$ cat src/rtl/i2s_pkg.sv
// Shared types for the I2S transmitter. I2S_LEFT_JUSTIFIED_EN selects left-justified
// slot placement instead of standard I2S.
package i2s_pkg;

  localparam int unsigned SAMPLE_W = 24;

  typedef logic signed [SAMPLE_W-1:0] sample_t;

  // Left occupies the upper half so the struct lines up with the 48-bit bus.
  typedef struct packed {
    sample_t left;
    sample_t right;
  } stereo_t;

  function automatic logic slot_has_data(input logic [5:0] k);
`ifdef I2S_LEFT_JUSTIFIED_EN
    return k < 6'(SAMPLE_W);
`else
    return (k >= 6'd1) && (k <= 6'(SAMPLE_W));
`endif
  endfunction

endpackage

$ cat src/rtl/i2s_bclk_gen.sv
// BCLK/LRCLK timing for the I2S transmitter: divider, bit counter and fall/wrap strobes.
// Built identically whether or not I2S_LEFT_JUSTIFIED_EN is defined.
module i2s_bclk_gen #(
  parameter int unsigned BCLK_DIV  = 8,
  parameter int unsigned SLOT_BITS = 32
) (
  input  logic       clk,
  input  logic       rst_n,
  output logic       bclk,
  output logic       lrclk,
  output logic       fall,
  output logic       wrap,
  output logic       right_next,
  output logic [5:0] slot_k
);

  localparam int unsigned DivW = $clog2(BCLK_DIV);
  localparam logic [DivW-1:0] DivMax = DivW'(BCLK_DIV - 1);
  localparam logic [5:0] BitMax = 6'(2 * SLOT_BITS - 1);
  localparam logic [5:0] SlotW = 6'(SLOT_BITS);

  logic [DivW-1:0] div_q;
  logic            bclk_q;
  logic            lrclk_q;
  logic [5:0]      bit_q;
  logic [5:0]      bit_nxt;
  logic            term;

  assign term       = (div_q == DivMax);
  assign fall       = term & bclk_q;
  assign wrap       = fall & (bit_q == BitMax);
  assign bit_nxt    = (bit_q == BitMax) ? 6'd0 : bit_q + 6'd1;
  assign right_next = (bit_nxt >= SlotW);
  // Strobes and slot position describe the bit that becomes current on this fall.
  assign slot_k     = right_next ? bit_nxt - SlotW : bit_nxt;
  assign bclk       = bclk_q;
  assign lrclk      = lrclk_q;

  always_ff @(posedge clk or negedge rst_n) begin
    if (!rst_n) begin
      div_q   <= '0;
      bclk_q  <= 1'b0;
      bit_q   <= BitMax;
      lrclk_q <= 1'b1;
    end else if (term) begin
      div_q  <= '0;
      bclk_q <= ~bclk_q;
      if (bclk_q) begin
        bit_q   <= bit_nxt;
        lrclk_q <= right_next;
      end
    end else begin
      div_q <= div_q + DivW'(1);
    end
  end

endmodule

$ cat src/rtl/i2s_tx.sv
// Stereo I2S master transmitter with a single holding register and underrun/overrun pulses.
// Define I2S_LEFT_JUSTIFIED_EN for left-justified slot format.
module i2s_tx
  import i2s_pkg::*;
#(
  parameter int unsigned BCLK_DIV  = 8,
  parameter int unsigned SLOT_BITS = 32
) (
  input  logic        i_clk48,
  input  logic        i_rst48_n,
  input  logic [47:0] i_lr,
  input  logic        i_new_pulse,
  input  logic        i_mute,
  output logic        o_bclk,
  output logic        o_lrclk,
  output logic        o_sdata,
  output logic        o_frame_start,
  output logic        o_underrun,
  output logic        o_overrun
);

  logic       fall;
  logic       wrap;
  logic       right_next;
  logic [5:0] slot_k;

  i2s_bclk_gen #(
    .BCLK_DIV (BCLK_DIV),
    .SLOT_BITS(SLOT_BITS)
  ) u_bclk_gen (
    .clk       (i_clk48),
    .rst_n     (i_rst48_n),
    .bclk      (o_bclk),
    .lrclk     (o_lrclk),
    .fall      (fall),
    .wrap      (wrap),
    .right_next(right_next),
    .slot_k    (slot_k)
  );

  stereo_t hold_q;
  logic    hold_valid_q;
  sample_t left_sr_q;
  sample_t right_sr_q;
  logic    sdata_q;
  logic    frame_start_q;
  logic    underrun_q;
  logic    overrun_q;

  stereo_t frame;
  sample_t cur_left;
  sample_t cur_right;

  // On the load fall the outgoing bit comes straight from the new frame, not the old shifter.
  always_comb begin
    frame     = i_mute ? '0 : hold_q;
    cur_left  = wrap ? frame.left : left_sr_q;
    cur_right = wrap ? frame.right : right_sr_q;
  end

  always_ff @(posedge i_clk48 or negedge i_rst48_n) begin
    if (!i_rst48_n) begin
      hold_q        <= '0;
      hold_valid_q  <= 1'b0;
      left_sr_q     <= '0;
      right_sr_q    <= '0;
      sdata_q       <= 1'b0;
      frame_start_q <= 1'b0;
      underrun_q    <= 1'b0;
      overrun_q     <= 1'b0;
    end else begin
      frame_start_q <= wrap;
      underrun_q    <= wrap & ~hold_valid_q;
      overrun_q     <= i_new_pulse & hold_valid_q & ~wrap;

      if (i_new_pulse) begin
        hold_q       <= i_lr;
        hold_valid_q <= 1'b1;
      end else if (wrap) begin
        hold_valid_q <= 1'b0;
      end

      if (fall) begin
        left_sr_q  <= cur_left;
        right_sr_q <= cur_right;
        if (slot_has_data(slot_k)) begin
          if (right_next) begin
            sdata_q    <= cur_right[SAMPLE_W-1];
            right_sr_q <= {cur_right[SAMPLE_W-2:0], 1'b0};
          end else begin
            sdata_q   <= cur_left[SAMPLE_W-1];
            left_sr_q <= {cur_left[SAMPLE_W-2:0], 1'b0};
          end
        end else begin
          sdata_q <= 1'b0;
        end
      end
    end
  end

  assign o_sdata       = sdata_q;
  assign o_frame_start = frame_start_q;
  assign o_underrun    = underrun_q;
  assign o_overrun     = overrun_q;

endmodule

$ cat config.mk
export PLATFORM = sky130hd
export DESIGN_NAME = i2s_tx
export DESIGN_NICKNAME = d
export VERILOG_FILES = /design/src/rtl/i2s_pkg.sv /design/src/rtl/i2s_bclk_gen.sv /design/src/rtl/i2s_tx.sv
export SDC_FILE = /design/constraint.sdc
export NUM_CORES = 1
export LEC_CHECK = 0
export BUFFER_PORTS_ARGS = -buffer_cell sky130_fd_sc_hd__buf_4
export CAP_MARGIN = 15
export CORE_UTILIZATION = 50
export CTS_CLUSTER_SIZE = 12
export DETAILED_ROUTE_END_ITERATION = 16
export PLACE_DENSITY_LB_ADDON = 0.12
export SYNTH_ARGS = -nofsm -noshare
export SYNTH_HDL_FRONTEND = slang
export SYNTH_SLANG_ARGS = --single-unit
$ cat constraint.sdc
create_clock -name i_clk48 -period 2.9 [get_ports i_clk48]
set_input_delay 0.87 -clock i_clk48 [delete_from_list [all_inputs] [get_ports i_clk48]]
set_output_delay 0.87 -clock i_clk48 [all_outputs]
set_load 0.005 [all_outputs]
==> flow_summary.ini <==
[yosys]
syn-num-nets = 666
synthCells = 609
synthArstFlopShare_pct = 100.0
synth_xor_area_share_pct = 0.7467
syn_avg_cell_area_sq_um = 9.630
synth_compound_area_share_pct = 17.79
synth-seq-area-share_pct = 47.94
synth_mux_area_share_pct = 9.729
synth_top_family_by_area = simple AND/OR/NAND/NOR gates
synth_edf_count = 0
synthSimpleGateAreaFrac_pct = 17.88
synth_warnings = 0
mappedNetlistArea_sq_um = 5864
synth_ff_type = dfrtp_1
ys_types = 42
yosys_register_bits = 112
synthAdderAreaFrac_pct = 1.067

[drt]
drt-wirelength-per-cell_um = 17.31
drt_iter0_drc = 307
finalWirelength_um = 13570
ant_nets = 0
vias = 4730
drt_pre_antenna_iters = 4
drc_errors = 0
viasPerCell = 6.033

[critical_path]
crit_type = flip-flop to flip-flop
critPathMaxFanout = 18
cp-end-kind = flip-flop
crit_arrival_ns = 2.66
cp-start-kind = flip-flop
worstPathRequired_ns = 3.15

[finish]
final-instance-count-excl-fill = 784
n_antenna_cell = 0
final_cell_area_sq_um = 6723
nFillCells = 995
final_util_pct = 58.88
mostFrequentLayoutCells = 105 x dfrtp_1, 78 x buf_4, 73 x a21oi_1, 71 x o21ai_0, 50 x nand2_1
layout-drive-gt1-share_pct = 24.18
nets = 693
final_common_cell = dfrtp_1
area_delta_synth_final_pct = 14.64
seq_area_sq_um = 2811
multi_input_area_sq_um = 2771

[timing]
fmax_mhz = 414.7
finalCritPeriodShare_pct = 83.16
worst_slew_pin_slew_ns = 0.6637
setup_tns_ns = 0
max-slew-margin-rel_pct = 55.60
setup_violations = 0
setup_ws_ns = 0.4884
fin_skew_ns = 0.006103
grt_setup_unrepaired = no
final-hold-violation-count = 0
finalMaxSlewViolations = 0
post-route-min-period_ns = 2.412

[die]
dieWidth_um = 110.3
core_sq_um = 11420
start_util_pct = 51.36
rows = 39
ioPinCount = 58
die_area_sq_um = 12170
die_h_um = 110.3

[cts]
cts_hold_buf = 0
numCtsBuffers = 9
clk_pin_slew_ns = 0.07
post_cts_buffers = 0
tritoncts = built
ctsResizeCount = 0
clk_latency_ns = 0.36
cts_root_buf = clkbuf_16
cts.sinks = 112
htreeDepth = 3
cts_buffer_depth = 2

[placement]
placed_cell_area_sq_um = 6379
place.gp.congestion = 0.8294
io_buffers = 57
hpwl_um = 8586
dp_slack_ns = 0.4703
dp.cells = 768

[global_routing]
grt_overflow_total = 0
antenna_found_initial = 0
grt_pass1_vias = 4556
grt_pass1_wl_um = 22650
grt_max_degree = 70
grt_usage_pct = 24.22

[power_and_ir_drop]
vdd_ir_drop_max_v = 0.0005507
power.leakage_nw = 2.778
power_density_nw_per_um2 = 487.8

[outcome]
status = finished, final reports clean

[min_path]
hold_class = input pin to asynchronous set/reset pin

[run]
maxCapViolations = 0
==> worst paths after layout <==
| check | slack [ns] | startpoint | endpoint | depth (start not counted) |
|---|---|---|---|---|
| max | 0.49 | u_bclk_gen.bit_q[0] | o_sdata | 8 |
| min | 0.42 | i_rst48_n | hold_q[8] | 1 |
| max reg2reg | 0.49 | u_bclk_gen.bit_q[0] | o_sdata | 8 |
| min reg2reg | 0.42 | u_bclk_gen.div_q[0] | u_bclk_gen.div_q[0] | 1 |
| max in group asynchronous | 1.78 | i_rst48_n | u_bclk_gen.bit_q[1] | 2 |
| min in group i_clk48 | 0.42 | u_bclk_gen.div_q[0] | u_bclk_gen.div_q[0] | 1 |
==> layer usage <==
layer  wire length [um]  track usage [%]
met5                  0                0
met4                133            5.827
met3                650            5.996
met2               6512            38.60
met1               6276            33.18
==> critical path: stages (launching register included) <==
cell	delay [ns]
dfstp_2	0.61
ha_1	0.26
and2_1	0.23
buf_4	0.25
nand3_1	0.17
inv_1	0.17
mux2i_1	0.24
mux2i_1	0.11
a32o_1	0.25
==> layout make-up <==
cell class	count	share of cell area, %
clock buffer	9	3.350
sequential	112	41.82
clock inverter	7	1.768
multi-input combinational	431	41.22
inverter	3	0.1675
timing repair buffer	79	9.008
tap	143	2.661
==> report_power, final <==
group / switching [mW] / internal (mW)
Sequential: 0.0361 / 1.63
Combinational: 0.0763 / 0.117
Clock: 0.575 / 0.846
Total: 0.688 / 2.59
==> Yosys cell counts, types with 2 or more instances <==
cell type	instances	area, sq um
and3_1	6	37.54
buf_4	2	15.01
nor3_1	20	100.1
o21ai_0	71	355.3
buf_1	4	15.01
o211ai_1	2	15.01
mux2i_1	3	30.03
nor2b_1	4	25.02
ha_1	5	62.56
xnor2_1	3	26.28
nand2_1	51	191.4
a21oi_1	73	365.4
dfrtp_1	105	2628
dfstp_2	7	183.9
inv_1	3	11.26
o21ai_1	21	105.1
a2111oi_0	2	17.52
a22o_1	2	17.52
nand4b_1	48	420.4
a221o_1	3	30.03
buf_2	17	85.08
clkbuf_1	39	146.4
nor2_1	4	15.01
a32o_1	2	20.02
nand3_1	46	230.2
mux2_2	48	540.5
and2_1	2	12.51
xor2_1	2	17.52
==> sequential cells by signal, summed over array words and instances (netlist names), 3 cells and up <==
name,cells
u_bclk_gen.div_q,3
hold_q,48
u_bclk_gen.bit_q,6
left_sr_q,24
right_sr_q,24
==> logic make-up after synthesis <==
| logic type | after synthesis |
|---|---|
| simple gates | 183 |
| compound gates | 187 |
| flops | 112 |
| buf+inv | 66 |
| fa+ha+maj | 5 |
| xor+xnor | 5 |
| mux | 51 |
==> metrics by stage <==
stage	hold slack [ns]	power, mW
after floorplan	0.4031	1.781
after global placement	0.4141	1.886
after detailed placement	0.4174	1.896
after CTS	0.4160	3.324
after global routing	0.4264	3.398
final	0.4151	3.279
No activity file was read; power rests on OpenSTA's default activity.
